## src/rtl/pipe_hazard_ctrl.sv

```systemverilog
// Hazard control for a 5-stage pipeline: forwarding selects, load-use stall,
// redirect flush, and a data-memory wait with timeout and stall statistics.
module pipe_hazard_fwd (
  input  logic [4:0] rs,
  input  logic [4:0] rdm,
  input  logic [4:0] rdw,
  input  logic       regwritem,
  input  logic       regwritew,
  input  logic       en,
  output logic [1:0] sel
);
  // The M-stage value is younger, so it wins over W; x0 is hardwired zero.
  always_comb begin
    sel = 2'b00;
    if (en) begin
      if (regwritem && rdm != 5'd0 && rdm == rs)      sel = 2'b10;
      else if (regwritew && rdw != 5'd0 && rdw == rs) sel = 2'b01;
    end
  end
endmodule

module pipe_hazard_ctrl #(
  parameter int START_CYC = 2,
  parameter int WAIT_MAX  = 15
) (
  input  logic        clk,
  input  logic        rst,
  input  logic [4:0]  rs1d,
  input  logic [4:0]  rs2d,
  input  logic [4:0]  rs1e,
  input  logic [4:0]  rs2e,
  input  logic [4:0]  rde,
  input  logic [4:0]  rdm,
  input  logic [4:0]  rdw,
  input  logic        regwritem,
  input  logic        regwritew,
  input  logic [1:0]  resultsrce,
  input  logic [1:0]  pcsrce,
  input  logic        memreqm,
  input  logic        memreadym,
  output logic        stallf,
  output logic        stalld,
  output logic        flushd,
  output logic        flushe,
  output logic        stallx,
  output logic [1:0]  fwae,
  output logic [1:0]  fwbe,
  output logic        err,
  output logic [15:0] stall_cnt
);
  localparam int SW = (START_CYC > 1) ? $clog2(START_CYC) : 1;
  localparam int WW = $clog2(WAIT_MAX + 1);

  typedef enum logic [1:0] {START, RUN, MWAIT} state_t;

  state_t        state, state_nxt;
  logic [SW-1:0] start_cnt;
  logic [WW-1:0] wait_cnt;
  logic          lwstall, redirect, memwait;
  logic          start_done, wait_to, err_set;

  logic [1:0][4:0] rs_e;
  logic [1:0][1:0] fwd;

  assign rs_e = {rs2e, rs1e};

  // Operand 0 feeds ALU input A, operand 1 feeds input B; gated off in reset.
  generate
    for (genvar g = 0; g < 2; g++) begin : g_fwd
      pipe_hazard_fwd u_fwd (
        .rs        (rs_e[g]),
        .rdm       (rdm),
        .rdw       (rdw),
        .regwritem (regwritem),
        .regwritew (regwritew),
        .en        (rst),
        .sel       (fwd[g])
      );
    end
  endgenerate

  assign fwae = fwd[0];
  assign fwbe = fwd[1];

  always_comb begin
    lwstall    = (resultsrce == 2'b01) && (rde != 5'd0) && (rde == rs1d || rde == rs2d);
    redirect   = (pcsrce != 2'b00);
    memwait    = memreqm && !memreadym;
    start_done = (start_cnt == SW'(START_CYC - 1));
    wait_to    = (wait_cnt == WW'(WAIT_MAX - 1));
    state_nxt  = state;
    stallf     = 1'b0;
    stalld     = 1'b0;
    stallx     = 1'b0;
    flushd     = 1'b0;
    flushe     = 1'b0;
    err_set    = 1'b0;
    case (state)
      START: begin
        flushd = 1'b1;
        flushe = 1'b1;
        if (start_done) state_nxt = RUN;
      end
      RUN: begin
        // A memory wait freezes E, so any redirect there is picked up later.
        if (memwait) begin
          stallf    = 1'b1;
          stalld    = 1'b1;
          stallx    = 1'b1;
          state_nxt = MWAIT;
        end else begin
          stallf = lwstall && !redirect;
          stalld = lwstall && !redirect;
          flushd = redirect;
          flushe = lwstall || redirect;
        end
      end
      MWAIT: begin
        if (memreadym) begin
          stallf    = lwstall && !redirect;
          stalld    = lwstall && !redirect;
          flushd    = redirect;
          flushe    = lwstall || redirect;
          state_nxt = RUN;
        end else begin
          stallf = 1'b1;
          stalld = 1'b1;
          stallx = 1'b1;
          if (wait_to) begin
            err_set   = 1'b1;
            state_nxt = RUN;
          end
        end
      end
      default: state_nxt = START;
    endcase
  end

  always_ff @(posedge clk or negedge rst) begin
    if (!rst) begin
      state     <= START;
      start_cnt <= '0;
      wait_cnt  <= '0;
      err       <= 1'b0;
      stall_cnt <= '0;
    end else begin
      state     <= state_nxt;
      start_cnt <= (state == START && !start_done) ? start_cnt + SW'(1) : '0;
      wait_cnt  <= (state == MWAIT && !memreadym && !wait_to) ? wait_cnt + WW'(1) : '0;
      if (err_set) err <= 1'b1;
      if (stallf && stall_cnt != 16'hFFFF) stall_cnt <= stall_cnt + 16'd1;
    end
  end
endmodule
```

## config.mk

```make
export PLATFORM = sky130hd
export DESIGN_NAME = pipe_hazard_ctrl
export DESIGN_NICKNAME = d
export VERILOG_FILES = /design/src/rtl/pipe_hazard_ctrl.sv
export SDC_FILE = /design/constraint.sdc
export NUM_CORES = 1
export LEC_CHECK = 0
export CAP_MARGIN = 10
export CORE_AREA = 10 10 77 79
export CTS_CLUSTER_DIAMETER = 120
export DETAILED_ROUTE_END_ITERATION = 12
export DIE_AREA = 0 0 87 89
export HOLD_SLACK_MARGIN = 0.15
export PLACE_DENSITY = 0.75
export REMOVE_ABC_BUFFERS = 1
export SYNTH_ARGS = -nofsm -noshare
export SYNTH_HDL_FRONTEND = slang
export SYNTH_HIERARCHICAL = 1
export SYNTH_SLANG_ARGS = --single-unit
```

## constraint.sdc

```tcl
create_clock -name clk -period 2.1 [get_ports clk]
set_input_delay 0.42 -clock clk [delete_from_list [all_inputs] [get_ports clk]]
set_output_delay 0.42 -clock clk [all_outputs]
set_load 0.01 [all_outputs]
```

======== Word-level counts from Yosys, hierarchy flattened ========
Index checks and enable logic that the tools add are counted.
Widths: inputs -> output; s select.
word-level totals
  register bits ........................... 24
  bits of input ports ..................... 45
  output and inout port bits .............. 26
  logic and storage cells ................. 76
operators by class
  add/sub/neg operators ................... 3
  equal/unequal tests ..................... 14
  muxes and demuxes ....................... 28
  reduce and logical (&&, ||, !) cells .... 26
operators with widths
  kind                   number
  $eq 5x5->1             6
  $add 16x1->16 const B  1
  $mux 2                 8
  $ne 16x16->1 const B   1
  $reduce_bool 5->1      3
  $logic_and 1x1->1      14
  $mux 1                 14
  $pmux 1 s3             2
  $pmux 2 s3             1
  $add 4x1->4 const B    1
  $eq 2x1->1 const B     2
  $eq 4x4->1 const B     1
  $logic_not 1->1        4
  $mux 4                 1
  $ne 2x2->1 const B     2
  $pmux 1 s2             2
  $ne 3x3->1 const B     1
  $reduce_and 3->1       1
  $eq 2x2->1 const B     1
  $logic_not 2->1        1
  $logic_or 1x1->1       2
  $reduce_bool 2->1      1
  $add 1x1->1 const B    1

======== Logic depth before layout (Yosys ltp) ========
Gate-level depths: netlist (run 1).
  depth after elaboration ................. 7
  depth in mapped cells ................... 9
  gate-level depth less buffers ........... 8

======== By module ========
The synthesis (run 1) kept the hierarchy.
modules (own cells, without submodules)
  module            times used  cells an instance  area an instance (µm²)  sequential area each (µm²)
  pipe_hazard_ctrl  1           139                1,392.6                 600.6
  pipe_hazard_fwd   2           21                 151.4                   0.0

======== Worst setup path before layout (run 1) ========
Ideal clock, no wire load.
  path kind ............................... register to register
  start point ............................. reg state[1]
  end point ............................... reg stall_cnt[12]
  library setup time ...................... 128 ps
  arrival ................................. 1,880 ps
  data required time ...................... 1,972 ps
  path slack .............................. 93 ps
  stages on the path, launching flop included .. 8
  path buffers ............................ 0
  period minus slack after synthesis ...... 2,007 ps
  path through ............................ dfrtp_1 > inv_1 > ha_1 > a21oi_1 > nor3b_1 > o21bai_1 > nor2b_1 > mux2_1
between the ends
  longest elaborated chain between the ends .. 3
  elaborated cells between the ends (all ways) .. 4
  those cells by class .................... 2 x eq/ne; 1 x mux; 1 x reduce/logical
ends and longest elaborated chain
  what                                      line  text
  start, declared                           56    state_t state, state_nxt;
  start signal, assigned                    147   state <= state_nxt;
  $eq 2x2->1 or $eq 2x1->1 (tied branches)  n/a
  $pmux 1 s2 (*)                            n/a
  via stalld                                42    output logic stalld,
  $logic_and 1x1->1 (*)                     151   if (stallf && stall_cnt != 16'hFFFF) stall_cnt <= stall_cnt + 16'd1;
  end signal, assigned                      151
  end, declared                             49    output logic [15:0] stall_cnt
The timed path passes the listed nets; every way through them passes the cells marked *.
A chain may end at the register's enable or synchronous reset.

======== Worst setup path after layout (run 1) ========
  start point ............................. in rde[1]
  end point ............................... out flushe
between the ends
  longest elaborated chain between the ends .. 6
  elaborated cells between the ends (all ways) .. 10
  those cells by class .................... 2 x eq/ne; 3 x mux; 5 x reduce/logical
ends and longest elaborated chain
  what                                                   line      text
  start, declared                                        32        input logic [4:0] rde,
  $eq 5x5->1 or $reduce_bool 5->1 (tied branches)        86        lwstall = (resultsrce == 2'b01) && (rde != 5'd0) && (rde == rs1d || rde == rs2d);
  $logic_or 1x1->1 or $logic_and 1x1->1 (tied branches)  86
  $logic_and 1x1->1 (*)                                  86
  $logic_or 1x1->1 (*)                                   115, 123
  $mux 1 (on tied branches)                              119, 106
  $pmux 1 s3 (*)                                         98        case (state)
  end, declared                                          44        output logic flushe,
Every way passes the cells marked *; elsewhere a longest branch is shown, timed or not.

==> results of run 1 <==
[registers in the layout (all words and copies together), names as in the netlist]
register	count
state	2
err	1
start_cnt	1
wait_cnt	4
stall_cnt	16
[layout by cell type, fill, tap and decap left out, types with 3 or more instances in the layout]
| cell type | Yosys | final |
|---|---|---|
| sky130_fd_sc_hd__and2_1 | 5 | 5 |
| sky130_fd_sc_hd__and3_1 | 7 | 7 |
| sky130_fd_sc_hd__buf_2 | 0 | 5 |
| sky130_fd_sc_hd__buf_4 | 1 | 34 |
| sky130_fd_sc_hd__buf_6 | 1 | 4 |
| sky130_fd_sc_hd__clkbuf_2 | 0 | 3 |
| sky130_fd_sc_hd__clkbuf_8 | 0 | 3 |
| sky130_fd_sc_hd__clkdlybuf4s15_1 | 0 | 5 |
| sky130_fd_sc_hd__clkdlybuf4s15_2 | 0 | 4 |
| sky130_fd_sc_hd__clkdlybuf4s50_1 | 0 | 28 |
| sky130_fd_sc_hd__dfrtp_1 | 24 | 24 |
| sky130_fd_sc_hd__dlygate4sd2_1 | 0 | 20 |
| sky130_fd_sc_hd__dlymetal6s2s_1 | 0 | 3 |
| sky130_fd_sc_hd__ha_1 | 7 | 5 |
| sky130_fd_sc_hd__inv_1 | 5 | 3 |
| sky130_fd_sc_hd__nand2_1 | 12 | 12 |
| sky130_fd_sc_hd__nand2b_1 | 3 | 3 |
| sky130_fd_sc_hd__nand3_1 | 5 | 4 |
| sky130_fd_sc_hd__nand4_1 | 13 | 13 |
| sky130_fd_sc_hd__nor2_1 | 15 | 15 |
| sky130_fd_sc_hd__nor3_2 | 4 | 6 |
| sky130_fd_sc_hd__o21ai_0 | 5 | 4 |
| sky130_fd_sc_hd__o21ai_1 | 3 | 4 |
| sky130_fd_sc_hd__or2_1 | 3 | 3 |
| sky130_fd_sc_hd__xnor2_1 | 24 | 24 |
| sky130_fd_sc_hd__xor2_1 | 18 | 18 |
[cell type report]
type,instances,share of cell area [%]
Multi-Input combinational cell,150,39.96
Clock buffer,3,1.470
Sequential cell,24,21.38
Tap cell,54,2.405
Inverter,5,0.6682
Clock inverter,1,1.069
Timing Repair Buffer,106,33.05
[power groups by stage]
stage	Sequential [uW]	Combinational, uW	Clock, uW
2_1_floorplan	603	357	0
3_3_place_gp	590	836	0
3_5_place_dp	593	845	0
4_1_cts	589	866	412
5_1_grt	599	994	434
6_report	588	890	407
[per-stage QoR]
stage	worst slack (ns)	std cells	setup TNS (ns)
after global placement	-0.8332	332	-8.677
after CTS	-0.1153	341	-0.1945
final	-0.09124	343	-0.2232
after global routing	-0.2126	343	-1.864
after detailed placement	-0.8531	332	-8.944
after floorplan	0.02752	179	0
[layer usage]
layer	GRT usage, %	part of all wire [%]	wire (um)	up-vias
met5	0	0	0	-
met4	3.387	0.85	42	0
met3	5.378	12	582	4
met2	21.45	46	2281	66
met1	14.59	41	2058	770
li1	-	-	-	851
[worst max-delay path by stage]
stage / to / slack [ns] / cells past startpoint
after floorplan: stall_cnt[12]$_DFFE_PN0P_ / 0.03 / 7
after global placement: flushe / -0.83 / 7
after detailed placement: flushe / -0.85 / 7
after CTS: flushe / -0.12 / 9
after global routing: flushe / -0.21 / 9
final: flushe / -0.09 / 7
[what timing repair did]
| item | 4_1_cts | 5_1_grt |
|---|---|---|
| pin swaps | 20 | 8 |
| setup buffers | 5 | 2 |
| resized for setup | 91 | 13 |
| hold buffers | 0 | 0 |
| endpoints found under the hold margin | 0 | 0 |
| setup endpoints to repair | 10 | 22 |
[logic make-up (layout without fill, tap and decap cells)]
group | count (synthesis) | after routing
simple gates | 82 | 82
xor+xnor | 42 | 42
flops | 24 | 24
compound gates | 17 | 17
fa+ha+maj | 7 | 7
buf+inv | 7 | 115
mux | 2 | 2
[Yosys cell counts, types with 5 or more instances]
cell type | instances | area [um^2]
sky130_fd_sc_hd__and2_1 | 5 | 31.28
sky130_fd_sc_hd__and3_1 | 7 | 43.79
sky130_fd_sc_hd__dfrtp_1 | 24 | 600.6
sky130_fd_sc_hd__ha_1 | 7 | 87.58
sky130_fd_sc_hd__inv_1 | 5 | 18.77
sky130_fd_sc_hd__nand2_1 | 12 | 45.04
sky130_fd_sc_hd__nand3_1 | 5 | 25.02
sky130_fd_sc_hd__nand4_1 | 13 | 81.33
sky130_fd_sc_hd__nor2_1 | 15 | 56.30
sky130_fd_sc_hd__o21ai_0 | 5 | 25.02
sky130_fd_sc_hd__xnor2_1 | 24 | 210.2
sky130_fd_sc_hd__xor2_1 | 18 | 157.7
==> flow_summary.json, run 1 <==
{
  "critical_path.max_fanout": 3,
  "netSwitchingFraction_pct": 32.15,
  "hold_path_end": "start_cnt$_DFF_PN0_",
  "crit_path_top_delay_cell": "sky130_fd_sc_hd__or4_1",
  "total_switching_power_uw": 606.1,
  "floorplan.die.height_um": 89,
  "worst_ir_drop_vdd_v": 0.0004063,
  "synth_adder_area_share_pct": 5.166,
  "port-buffer-count": 70,
  "post_synth_instance_area_um2": 1695,
  "design.die.area_um2": 7743,
  "timing.critical_path.required_ns": 1.68,
  "track_usage_pct": 12.79,
  "synth-compound-area-share_pct": 7.159,
  "cts_inserted_buffers": 3,
  "cp.buffers_inverters": 2,
  "critical_path.reg2reg.endpoint": "stall_cnt[1]$_DFFE_PN0P_",
  "clock-root-buffer": "sky130_fd_sc_hd__clkbuf_8",
  "crit_family": "simple AND/OR/NAND/NOR gates",
  "crit_path_start": "rde[1]",
  "synth-seq-area-share_pct": 35.42,
  "unrepaired_setup_endpoints_after_global_routing": "yes",
  "grt_antenna_before_repair": 0,
  "drt-wirelength-per-cell_um": 14.48,
  "combinationalPowerShare_pct": 47.2,
  "clock-skew-final_ns": 0.01390,
  "yosys_warnings": 6,
  "worst_r2r_path_depth": 9,
  "postSynthCellCount": 181,
  "grt_first_pass_wirelength_um": 8176,
  "min_period_ns": 2.191,
  "total_power_uw": 1885,
  "hp-class": "register to register",
  "worstReg2RegStart": "state[1]$_DFFE_PN0P_",
  "die_width_um": 87,
  "relSlewSlack_pct": 74.09,
  "postSynthAreaPerCell_um2": 9.367,
  "place_congestion": 0.9087,
  "cts_tree": "yes",
  "sequentialPowerShare_pct": 31.2,
  "synth_top_flop_cell": "sky130_fd_sc_hd__dfrtp_1",
  "regArea_um2": 600.6,
  "status": "finished, violations left",
  "numClockSinks": 24,
  "postSynth.asyncResetShare_pct": 100.0,
  "slack_of_the_worst_reg_to_reg_path_ns": 0,
  "worstSkewPairLatency_ns": 0.27,
  "drt_pass1_iterations": 4,
  "final_layout_size_suffix_gt1_share_pct": 25.95,
  "timing.final.crit_share_pct": 104.3,
  "avgViaCountPerCell": 4.930,
  "setup.worst_path.class": "input port to output pin",
  "clockPowerShare_pct": 21.6,
  "finalHoldViolCount": 0,
  "cellLeakagePower_uw": 0.001262,
  "boundaryPins": 71,
  "post_synth_xor_area_fraction_pct": 21.70,
  "first_global_vias": 1807,
  "synth_enable_flop_cells": 0,
  "pin_count_of_the_biggest_net_entering_global_routing": 25,
  "largest_family_of_logic_cells_by_synthesized_area": "simple AND/OR/NAND/NOR gates",
  "worst_setup_path_start_kind": "input port",
  "post_dp_cell_area_um2": 2663,
  "detailedPlacementHpwl_um": 4012,
  "filler_cell_count": 387,
  "timing.hold.worst.start": "start_cnt$_DFF_PN0_",
  "setup_violations": 6,
  "signal_arrival_time_at_the_worst_endpoint_ns": 1.77,
  "max_freq_mhz": 456.4,
  "multiInputGateArea_um2": 1122,
  "drt_drc_violations_left": 0,
  "initial_core_util_pct": 37.38,
  "post-route-util_pct": 61.93,
  "total_length_of_routed_wires_um": 4965,
  "design_area_um2": 2809,
  "flow.area_growth_from_synthesis_pct": 65.68,
  "routed-via-count": 1691,
  "internal-power_uw": 1279,
  "crit_chain": "clkdlybuf4s15_1 -> xor2_1 -> nor3_2 -> a22oi_2 -> or4_1 -> o21ai_1 -> buf_2",
  "whs_path_depth": 1,
  "antennaDiodeCount": 0,
  "synth-simple-area-share_pct": 27.01,
  "final_antenna_net_count": 0,
  "grt_overflow": 0,
  "fin_nets": 342,
  "powerDensity_nw_per_um2": 671.1,
  "critical_path.max_stage_delay_ns": 0.46,
  "synth_cell_type_count": 30,
  "critical_path.endpoint_type": "output pin",
  "final_max_slew_viol_count": 0,
  "clkTransAtPathRegs_ns": 0.08,
  "worst_max_slew_pin_slew_ns": 0.3872,
  "synth.mux.area_fraction_pct": 1.328,
  "failed_checks": "setup timing",
  "worst_case_clock_buffer_depth": 2,
  "timing.hold.ws_ns": 0.4228,
  "std_cell_rows": 25,
  "setup_ws_final_ns": -0.09124,
  "core_area_um2": 4536,
  "cts-htree-levels": 1,
  "synth-seq-cells": 24,
  "drt_first_iter_violations": 123,
  "max_cap_violations": 0
}
Power figures use the tool's default switching activity.
==> run 2: changes to the inputs <==
--- a/config.mk
+++ b/config.mk
@@ -10,6 +10,7 @@
 export CTS_CLUSTER_DIAMETER = 120
 export DETAILED_ROUTE_END_ITERATION = 12
 export DIE_AREA = 0 0 87 89
+export GPL_TIMING_DRIVEN = 0
 export HOLD_SLACK_MARGIN = 0.15
 export PLACE_DENSITY = 0.75
 export REMOVE_ABC_BUFFERS = 1
==> flow_summary.json, run 2 (synthesis results as in run 1) <==
{
  "clock-root-buffer": "sky130_fd_sc_hd__clkbuf_8",
  "most_frequent_standard_cell_in_the_layout_excluding_fill_and_tap_cells": "sky130_fd_sc_hd__clkdlybuf4s50_1",
  "largestRegisters": "stall_cnt: 16 flops, wait_cnt: 4 flops, state: 2 flops",
  "drt_pass1_iterations": 4,
  "place_congestion": 0.8251,
  "powerDensity_nw_per_um2": 727.9,
  "met2RoutedLength_um": 2206,
  "total_length_of_routed_wires_um": 4951,
  "drt-wirelength-per-cell_um": 15.23,
  "grt_first_pass_wirelength_um": 8024,
  "slack_of_the_worst_reg_to_reg_path_ns": -0.05,
  "met3_length_um": 639,
  "design.die.area_um2": 7743,
  "clock-skew-final_ns": 0.008995,
  "hp-class": "register to register",
  "track_usage_pct": 12.37,
  "final_antenna_net_count": 0,
  "routed-via-count": 1703,
  "signal_arrival_time_at_the_worst_endpoint_ns": 1.81,
  "std_cell_rows": 25,
  "place.detailed.instances": 303,
  "cts_inserted_buffers": 3,
  "port-buffer-count": 70,
  "max_flop_register": "stall_cnt",
  "avgViaCountPerCell": 5.240,
  "finalHoldViolCount": 0,
  "cp-endpoint": "flushe",
  "antennaDiodeCount": 0,
  "drt_drc_violations_left": 0,
  "cts-htree-levels": 1,
  "critical_path.endpoint_type": "output pin",
  "initial_core_util_pct": 37.38,
  "clkTransAtPathRegs_ns": 0.08,
  "flow.area_growth_from_synthesis_pct": 60.74,
  "core_area_um2": 4536,
  "first_global_vias": 1756,
  "status": "finished, violations left",
  "final_max_slew_viol_count": 0,
  "grt_antenna_before_repair": 0,
  "boundaryPins": 71,
  "grt_overflow": 0,
  "critical_path.max_fanout": 3,
  "critical_path.reg2reg.endpoint": "stall_cnt[1]$_DFFE_PN0P_",
  "worst_setup_path_start_kind": "register",
  "crit_path_start": "state[1]$_DFFE_PN0P_",
  "failed_checks": "setup timing",
  "max_freq_mhz": 447.5,
  "route.top_layer_used": "met4",
  "relSlewSlack_pct": 74.23,
  "min_period_ns": 2.235,
  "dp_slack_ns": -1.114,
  "worst_r2r_path_depth": 8,
  "cellLeakagePower_uw": 0.001170,
  "total_power_uw": 1984,
  "setup_ws_final_ns": -0.1348,
  "drt_first_iter_violations": 77,
  "post_layout_nonfiller_instances": 325,
  "die_width_um": 87,
  "most_frequent_cells_in_the_layout": "27 x sky130_fd_sc_hd__clkdlybuf4s50_1, 24 x sky130_fd_sc_hd__xnor2_1, 22 x sky130_fd_sc_hd__dfrtp_1",
  "setup_violations": 13,
  "number_of_flip_flops_under_the_largest_register_name": 16,
  "worstSkewPairLatency_ns": 0.27,
  "numClockSinks": 24,
  "max_cap_violations": 0,
  "wirelength_met1_um": 2004,
  "multiInputGateArea_um2": 1187,
  "filler_cell_count": 399,
  "setup.worst_path.class": "register to output pin",
  "final_layout_size_suffix_gt1_share_pct": 25.46,
  "worst_ir_drop_vdd_v": 0.0004292,
  "floorplan.die.height_um": 89,
  "pin_count_of_the_biggest_net_entering_global_routing": 29,
  "timing.critical_path.required_ns": 1.68,
  "fin_nets": 324,
  "cts_tree": "yes",
  "timing.final.crit_share_pct": 106.4,
  "worst_max_slew_pin_slew_ns": 0.3851,
  "regArea_um2": 603.1,
  "worst_case_clock_buffer_depth": 2,
  "detailedPlacementHpwl_um": 3623,
  "unrepaired_setup_endpoints_after_global_routing": "yes",
  "worstReg2RegStart": "state[1]$_DFFE_PN0P_",
  "post-route-util_pct": 60.08
}
run 2: cell count changes in the layout (fill, tap and decap cells not counted), sizes merged:
cell	before	now
dlygate4sd2	20	17
clkdlybuf4s50	28	27
buf	43	27
dlygate4sd3	0	1
clkbuf	6	10
dlymetal6s2s	3	1
clkdlybuf4s15	9	8
run 2: metal layers:
layer,global-route usage [%],up-vias
li1,-,813
met1,14.24,798
met2,20.45,82
met3,5.378,10
met4,3.240,0
met5,0,-
run 2: layout make-up:
cell class | instances | area share [%]
clock inverter | 1 | 1.102
timing repair buffer | 88 | 28.51
inverter | 5 | 0.6887
tap | 54 | 2.479
multi-input combinational | 150 | 43.57
clock buffer | 3 | 1.515
sequential | 24 | 22.13
run 2: worst max-delay path, stage by stage (launching register included):
cell and delay, ns:
sky130_fd_sc_hd__dfrtp_2 0.43, sky130_fd_sc_hd__inv_2 0.07, sky130_fd_sc_hd__ha_4 0.17, sky130_fd_sc_hd__or2_4 0.26, sky130_fd_sc_hd__a21oi_4 0.16, sky130_fd_sc_hd__nor2_2 0.05
sky130_fd_sc_hd__nor2_2 0.11, sky130_fd_sc_hd__buf_4 0.13, sky130_fd_sc_hd__o21ai_2 0.04, sky130_fd_sc_hd__buf_2 0.13
run 2: worst min-delay path by stage:
stage	start	to	slack (ns)	cells past startpoint
finish	start_cnt$_DFF_PN0_	start_cnt$_DFF_PN0_	0.42	1
global route	start_cnt$_DFF_PN0_	start_cnt$_DFF_PN0_	0.43	1
CTS	rst	stall_cnt[8]$_DFFE_PN0P_	0.16	1
detailed placement	start_cnt$_DFF_PN0_	start_cnt$_DFF_PN0_	0.41	1
global placement	start_cnt$_DFF_PN0_	start_cnt$_DFF_PN0_	0.40	1
floorplan	rst	err$_DFFE_PN0P_	0.12	0
run 2: metrics by stage:
stage	setup TNS [ns]	hold WS (ns)	cell area, um^2
detailed placement	-12.49	0.4106	2445
floorplan	0	0.1244	1677
CTS	-0.3308	0.1569	2624
global route	-2.019	0.4302	2725
global placement	-11.84	0.4028	2445
finish	-0.5602	0.4183	2725
run 2: timing repair:
item,4_1_cts,5_1_grt
hold endpoints to repair,0,24
hold buffers,0,2
buffers inserted,13,3
pin swaps,24,11
setup endpoints to repair,24,22
resized for setup,105,34
run 2: power by group:
part | internal (uW) | leakage, uW | switching [uW]
sequential | 530 | 0.000323 | 83.3
combinational | 520 | 0.000811 | 444
clock | 255 | 0.0000357 | 152
==> run 3: changes to the inputs <==
--- a/config.mk
+++ b/config.mk
@@ -6,15 +6,15 @@
 export NUM_CORES = 1
 export LEC_CHECK = 0
 export CAP_MARGIN = 10
-export CORE_AREA = 10 10 77 79
-export CTS_CLUSTER_DIAMETER = 120
+export CORE_AREA = 10 10 81 83
 export DETAILED_ROUTE_END_ITERATION = 12
-export DIE_AREA = 0 0 87 89
+export DIE_AREA = 0 0 91 93
 export GPL_TIMING_DRIVEN = 0
 export HOLD_SLACK_MARGIN = 0.15
-export PLACE_DENSITY = 0.75
+export PLACE_DENSITY = 0.68
 export REMOVE_ABC_BUFFERS = 1
 export SYNTH_ARGS = -nofsm -noshare
 export SYNTH_HDL_FRONTEND = slang
 export SYNTH_HIERARCHICAL = 1
 export SYNTH_SLANG_ARGS = --single-unit
+export TNS_END_PERCENT = 10
==> flow_summary.json, run 3 (synthesis results as in run 1) <==
{
  "status": "finished, violations left",
  "failed_checks": "setup timing",
  "grt_antenna_before_repair": 0,
  "post_layout_nonfiller_instances": 335,
  "drt-wirelength-per-cell_um": 13.83,
  "core_area_um2": 5010,
  "pin_count_of_the_biggest_net_entering_global_routing": 29,
  "drt_drc_violations_left": 0,
  "number_of_flip_flops_under_the_largest_register_name": 16,
  "worst_setup_path_start_kind": "register",
  "first_global_vias": 1630,
  "final_antenna_net_count": 0,
  "die_width_um": 91,
  "total_length_of_routed_wires_um": 4634,
  "worst_case_clock_buffer_depth": 2,
  "boundaryPins": 71,
  "largestRegisters": "stall_cnt: 16 flops, wait_cnt: 4 flops, state: 2 flops",
  "cts_inserted_buffers": 3,
  "clkTransAtPathRegs_ns": 0.09,
  "relSlewSlack_pct": 61.73,
  "grt_first_pass_wirelength_um": 7603,
  "std_cell_rows": 26,
  "sequentialPowerShare_pct": 32.7,
  "track_usage_pct": 10.59,
  "worst_ir_drop_vdd_v": 0.0003700,
  "place.detailed.instances": 319,
  "worst_r2r_path_depth": 9,
  "finalHoldViolCount": 0,
  "setup-tns-final_ns": -0.3660,
  "signal_arrival_time_at_the_worst_endpoint_ns": 1.83,
  "clockPowerShare_pct": 21.4,
  "drt_pass1_iterations": 4,
  "internal-power_uw": 1248,
  "post-route-util_pct": 53.00,
  "timing.final.crit_share_pct": 107.1,
  "grt_overflow": 0,
  "port-buffer-count": 70,
  "cellLeakagePower_uw": 0.001114,
  "hp-class": "input port to asynchronous set/reset pin",
  "cts-htree-levels": 1,
  "critical_path.max_fanout": 3,
  "cts_tree": "yes",
  "netSwitchingFraction_pct": 32.97,
  "fin_nets": 317,
  "clock-skew-final_ns": 0.008505,
  "powerDensity_nw_per_um2": 701.5,
  "detailedPlacementHpwl_um": 3707,
  "combinationalPowerShare_pct": 45.8,
  "max_flop_register": "stall_cnt",
  "worstReg2RegStart": "state[1]$_DFFE_PN0P_",
  "unrepaired_setup_endpoints_after_global_routing": "yes",
  "max_cap_violations": 0,
  "timing.critical_path.required_ns": 1.68,
  "setup_violations": 8,
  "routed-via-count": 1614,
  "final_layout_size_suffix_gt1_share_pct": 20.83,
  "avgViaCountPerCell": 4.818,
  "clock-root-buffer": "sky130_fd_sc_hd__clkbuf_8",
  "setup.worst_path.class": "register to output pin",
  "most_frequent_standard_cell_in_the_layout_excluding_fill_and_tap_cells": "sky130_fd_sc_hd__clkdlybuf4s50_1",
  "numClockSinks": 24,
  "worstSkewPairLatency_ns": 0.27,
  "critical_path.reg2reg.endpoint": "stall_cnt[1]$_DFFE_PN0P_",
  "most_frequent_cells_in_the_layout": "29 x sky130_fd_sc_hd__clkdlybuf4s50_1, 24 x sky130_fd_sc_hd__xnor2_1, 23 x sky130_fd_sc_hd__dfrtp_1",
  "drt_first_iter_violations": 34,
  "total_switching_power_uw": 614.1,
  "worst_max_slew_pin_slew_ns": 0.5741,
  "min_period_ns": 2.248,
  "initial_core_util_pct": 33.84,
  "flow.area_growth_from_synthesis_pct": 56.61,
  "final_max_slew_viol_count": 0,
  "design.die.area_um2": 8463,
  "filler_cell_count": 511,
  "place_congestion": 0.7895,
  "critical_path.endpoint_type": "output pin",
  "setup_ws_final_ns": -0.1483,
  "floorplan.die.height_um": 93,
  "slack_of_the_worst_reg_to_reg_path_ns": -0.05,
  "max_freq_mhz": 444.8
}
run 3: routing by layer:
layer,up-vias,GRT usage (%),part of all wire [%]
met2,70,15.81,42
met4,0,3.133,1.6
met5,-,0,0
li1,804,-,-
met3,7,3.197,8.4
met1,733,14.35,48
run 3: cell type report:
| class | count | area [um^2] | share of cell area (%) |
|---|---|---|---|
| clock buffer | 3 | 41.29 | 1.555 |
| antenna | 1 | 2.502 | 0.09425 |
| clock inverter | 1 | 30.03 | 1.131 |
| tap | 70 | 87.58 | 3.299 |
| sequential | 24 | 601.8 | 22.67 |
| timing repair buffer | 81 | 718.2 | 27.05 |
| inverter | 5 | 18.77 | 0.7069 |
| multi-input combinational | 150 | 1155 | 43.50 |
run 3: power by group through the flow:
| stage | clock, uW | combinational, uW | sequential [uW] |
|---|---|---|---|
| finish | 399 | 854 | 609 |
| global route | 425 | 957 | 621 |
| CTS | 408 | 698 | 594 |
| detailed placement | 0 | 718 | 601 |
| global placement | 0 | 708 | 601 |
| floorplan | 0 | 357 | 603 |
run 3: worst max path at each step:
stage | cells after the start | to | slack (ns) | startpoint
after floorplan | 7 | stall_cnt[12]$_DFFE_PN0P_ | 0.03 | state[1]$_DFFE_PN0P_
after global placement | 4 | fwae[0] | -1.09 | rst
after detailed placement | 4 | fwbe[0] | -1.10 | rst
after CTS | 8 | flushd | -0.27 | state[0]$_DFFE_PN0P_
after global routing | 9 | flushe | -0.25 | state[0]$_DFFE_PN0P_
final | 9 | flushe | -0.15 | state[0]$_DFFE_PN0P_
run 3: metrics by stage:
| stage | worst slack, ns | total power, uW | hold WS (ns) | cell area (um^2) |
|---|---|---|---|---|
| global placement | -1.092 | 1309 | 0.4048 | 2465 |
| CTS | -0.2724 | 1700 | 0.1604 | 2541 |
| finish | -0.1483 | 1862 | 0.1345 | 2655 |
| global route | -0.2455 | 2002 | 0.1787 | 2653 |
| detailed placement | -1.101 | 1319 | 0.3990 | 2465 |
| floorplan | 0.02752 | 960.4 | 0.1244 | 1677 |
run 3: timing repair:
| item | CTS | global route |
|---|---|---|
| hold buffers | 0 | 0 |
| endpoints found under the setup margin | 24 | 24 |
| resized for setup | 76 | 33 |
| buffers inserted | 3 | 8 |
| pin swaps | 17 | 16 |
run 3: critical path: stages, from the launching register on:
cell	delay (ns)
sky130_fd_sc_hd__dfrtp_1	0.45
sky130_fd_sc_hd__inv_2	0.09
sky130_fd_sc_hd__ha_4	0.17
sky130_fd_sc_hd__or2_4	0.24
sky130_fd_sc_hd__a21oi_4	0.12
sky130_fd_sc_hd__nor2_1	0.05
sky130_fd_sc_hd__nor2_1	0.14
sky130_fd_sc_hd__buf_4	0.13
sky130_fd_sc_hd__o21ai_2	0.04
sky130_fd_sc_hd__buf_2	0.14
==> RTL change 1 (config.mk and constraints of run 1) <==
`WAIT_MAX`: 15 -> 16.
--- a/src/rtl/pipe_hazard_ctrl.sv
+++ b/src/rtl/pipe_hazard_ctrl.sv
@@ -23,3 +23,3 @@
   parameter int START_CYC = 2,
-  parameter int WAIT_MAX  = 15
+  parameter int WAIT_MAX  = 16
 ) (
Behaviour: same outputs for any inputs over 10 cycles, from zero or initial values and one cycle with rst low; that may be too few to reach the edited logic, so the function may still have changed.
==> RTL change 1 against run 1 <==
The run still ends with negative setup slack left. Clock skew shrank 0.011 ns. Critical path depth shrank 2. Core utilization grew 1.1 points. Total power grew 3.1%. Routed wire length grew 6.9%. Worst hold slack gained 0.0019 ns. Area after synthesis grew 4.1%. Global-route usage grew 0.43 points. Setup slack lost 0.013 ns. Cell area grew 1.7%. Sequential cell count grew 1. Highest routed layer unchanged.
==> RTL change 1: results (changes against run 1) <==
post-synthesis mux area share=0.8511% (was 1.328%); failing checks=negative setup slack (unchanged); Worst Setup Slack, final=-0.1037 ns (was -0.09124 ns); Synth Area in Compound Gates=7.376% (was 7.159%); M3 GR Usage=2.644% (was 5.378%); Placed Area=0.002713 sq mm (was 0.002663 sq mm); first-pass GRT wire length=8.404 mm (was 8.176 mm); non-filler cells, final=345 (was 343); status=finished with violations (unchanged); CTS resizes=120 (was 91); worst-margin pin slew=0.4782 ns (was 0.3872 ns); post-synth cell types=39 (was 30); Adder-Cell Fraction of Synth Area=4.965% (was 5.166%); Mapped Cells=187 (was 181); grt met1 use=14.63% (was 14.59%); xor and xnor fraction of the mapped netlist area=21.35% (was 21.70%); layout cell share with drive strength beyond 1=30.58% (was 25.95%); LEAKAGE=0.001257 uW (was 0.001262 uW); pre-CTS WS=-0.9600 ns (was -0.8531 ns); Max IR drop VDD=0.6577 mV (was 0.4063 mV); post-route setup TNS=-0.1911 ns (was -0.2232 ns); Post-synth top cells=xnor2_1 (28), dfrtp_1 (25), nor2_1 (16) (was dfrtp_1 (24), xnor2_1 (24), xor2_1 (18)); dpl cells=336 (was 332); Setup-failing EPs final=3 (was 6); total global-route track usage=13.22% (was 12.79%); crit-path max FO=4 (was 3); largest net degree at the start of global routing=21 (was 25); overall routed net length=5.308 mm (was 4.965 mm); reg2reg setup slack=0.10 ns (was 0 ns); wl on met1=2.064 mm (was 2.058 mm); Vias/cell=4.904 (was 4.930); Internal Power=1259 uW (was 1279 uW); final hold slack=0.4246 ns (was 0.4228 ns); Setup Buffers After CTS=4 (was 5)
-- RTL change 1: cell count changes in the layout (fill, tap and decap cells not counted), sizes merged, moves of 4 or more --
| cell | delta |
|---|---|
| and3 | -4 |
| nand3 | +6 |
| buf | +5 |
| nand4 | -4 |
| inv | +5 |
| xnor2 | +4 |
-- RTL change 1: power by group through the flow --
stage / Combinational, uW / Sequential [uW] / Clock (uW)
floorplan: 406 / 632 / 0
global placement: 915 / 627 / 0
detailed placement: 932 / 627 / 0
CTS: 1010 / 628 / 292
global route: 1130 / 641 / 307
finish: 1030 / 628 / 282
-- RTL change 1: final cells by class --
type	instances	area [sq um]
flip-flops and latches	25	626.9
fillers	373	1678
inverters	10	37.54
repair buffers	103	878.3
well taps	54	67.56
clock inverters	1	5.005
clock buffers	3	41.29
multi-input cells	149	1201
-- RTL change 1: worst register-to-register path: cells and delay by family (launching register included) --
family	cells	cell delay, ns
buf+inv	4	0.52
mux	1	0.30
fa+ha+maj	1	0.29
simple gates	2	0.19
compound gates	1	0.20
flops	1	0.41
==> RTL change 2 (settings of run 1) <==
Made on the original files. Make the reset (`rst`) synchronous in one clocked block.
--- a/src/rtl/pipe_hazard_ctrl.sv
+++ b/src/rtl/pipe_hazard_ctrl.sv
@@ -138,3 +138,3 @@
 
-  always_ff @(posedge clk or negedge rst) begin
+  always_ff @(posedge clk) begin
     if (!rst) begin
Behaviour: differs if rst is asserted again (counterexample within 4 cycles, from zero or initial values and one cycle with rst low); with rst held inactive, the same outputs for 10 cycles.
==> RTL change 2 against run 1 <==
The flow still finishes with violations (negative setup slack). Routed wire length increased by 21%. Total power shrank 8.2%. Cell area rose by 8.3%. Maximum frequency up 3.3%. Sequential power fell by 13%. Core utilization up 5.2 points. Sequential cell count is the same. Non-clock buffer count increased by 8. Setup slack gained 0.070 ns. Synthesized cell count up 18%. Area after synthesis increased by 5.5%.
==> RTL change 2: results (changes against run 1) <==
status=finished with violations (unchanged); failing checks=negative setup slack (unchanged); R2R depth=8 (was 9); Seq/Total Area, Yosys=26.85% (was 35.42%); Synthesis Warnings=6 (unchanged); Pre-Repair DR Iteration Count=4 (unchanged); Hold EP=wait_cnt[0] (was start_cnt); Mapped Cells=214 (was 181); LEAKAGE=0.001229 uW (was 0.001262 uW); pre-CTS WS=-0.7234 ns (was -0.8531 ns); first-pass GRT wire length=9.791 mm (was 8.176 mm); ys flop type=dfxtp_1 (was dfrtp_1); pins over their slew limit=0 (unchanged); overall routed net length=5.998 mm (was 4.965 mm); Worst Setup Slack, final=-0.02166 ns (was -0.09124 ns); asr flop ratio synth=0% (was 100.0%); dpl cells=363 (was 332); largest net degree at the start of global routing=18 (was 25); number of fill cells=350 (was 387); worst r2r dst=stall_cnt[11] (was stall_cnt[1]); layout cell share with drive strength beyond 1=34.88% (was 25.95%); Post-synth top cells=dfxtp_1 (24), xnor2_1 (21), nor2_1 (17) (was dfrtp_1 (24), xnor2_1 (24), xor2_1 (18)); Starting DRT DRC Count=101 (was 123); post-synth cell types=49 (was 30); root buf cell=clkbuf_8 (unchanged); number of port buffers=70 (unchanged); relative slew slack=75.49% (was 74.09%); Hold Path Class=flip-flop to flip-flop (unchanged); Via Count=2053 (was 1691); non-filler cells, final=378 (was 343); Max IR drop VDD=0.4388 mV (was 0.4063 mV); top cells by area, synth=dfxtp_1 (27%), xnor2_1 (10%), ha_1 (4.9%), or4_1 (4.6%), nand3_1 (4.5%) (was dfrtp_1 (35%), xnor2_1 (12%), xor2_1 (9.3%), ha_1 (5.2%), nand4_1 (4.8%)); WHS Path Cells=1 (unchanged); Final HPWL DP=4.422 mm (was 4.012 mm); Final Wtd Congestion=0.8295 (was 0.9087); crit-path max FO=4 (was 3); Clk Latency, worst-skew pair=0.27 ns (about the same); Critical Path AT=1.70 ns (was 1.77 ns); number of global-route vias before repair=2117 (was 1807); ant diodes=0 (unchanged); reg2reg setup slack=0.11 ns (was 0 ns); total global-route track usage=15.07% (was 12.79%); Setup-failing EPs final=2 (was 6); Setup Skew=0.002712 ns (was 0.01390 ns); Worst R2R Start=stall_cnt[0] (was state[1]); HP Start=wait_cnt[0] (was start_cnt)
[RTL change 2: routing by layer]
| metal | up-vias | GRT usage [%] | share of wire, % | wire (microns) |
|---|---|---|---|---|
| met5 | - | 0 | 0 | 0 |
| met4 | 0 | 3.829 | 0.77 | 46 |
| met3 | 6 | 3.920 | 6.6 | 394 |
| met2 | 72 | 28.65 | 54 | 3234 |
| met1 | 967 | 15.94 | 39 | 2323 |
| li1 | 1008 | - | - | - |
[RTL change 2: cells by family (layout without fill, tap and decap cells)]
family	count (synthesis)	after routing	synth area share [%]
compound gates	41	41	15.53
xor+xnor	28	28	13.71
fa+ha+maj	7	7	4.895
buf+inv	17	127	6.573
flops	24	24	26.85
mux	4	4	2.238
simple gates	93	93	30.21
[RTL change 2: per-stage QoR]
| stage | hold slack [ns] | TNS [ns] | area, sq um | utilization [%] |
|---|---|---|---|---|
| after detailed placement | 0.4514 | -12.60 | 2728 | 60.14 |
| after global routing | 0.4986 | -0.2460 | 3043 | 67.09 |
| after global placement | 0.4462 | -11.86 | 2728 | 60.14 |
| final | 0.4738 | -0.04047 | 3043 | 67.09 |
| after CTS | 0.4733 | -0.009209 | 2908 | 64.11 |
| after floorplan | 0.4297 | -10.62 | 1705 | - |
[RTL change 2: what timing repair did]
item | CTS | global route
cloned | 1 | 1
buffers inserted | 6 | 4
resized for setup | 94 | 46
setup endpoints to repair | 25 | 24
pin swaps | 22 | 30
[RTL change 2: power by group]
part           total [uW]  internal, uW  switching, uW
sequential            509           486           23.0
combinational         810           452            358
clock                 412           255            157
[RTL change 2: how the worst max path moves through the flow]
stage / startpoint / to / slack, ns / depth (start not counted)
after global placement: rde[1] / stalld / -0.69 / 7
after floorplan: rde[1] / stalld / -0.89 / 5
after global routing: state[1] / stallf / -0.09 / 8
final: rde[2] / stallf / -0.02 / 7
after detailed placement: rde[1] / stallf / -0.72 / 7
after CTS: rs1d[0] / stallf / -0.006 / 7
[RTL change 2: worst max-delay path, stage by stage]
cell,delay (ns)
buf_6,0.09
or4_4,0.54
nor2_4,0.10
nor3b_2,0.07
a31oi_4,0.25
inv_2,0.10
buf_6,0.13
[RTL change 2: final cells by class]
type	count	area, sq um	area share [%]
tap	54	67.56	2.220
inverter	9	36.28	1.192
clock buffer	3	41.29	1.357
clock inverter	1	30.03	0.9868
multi-input combinational	173	1393	45.76
sequential	24	486.7	16.00
timing repair buffer	114	988.4	32.48
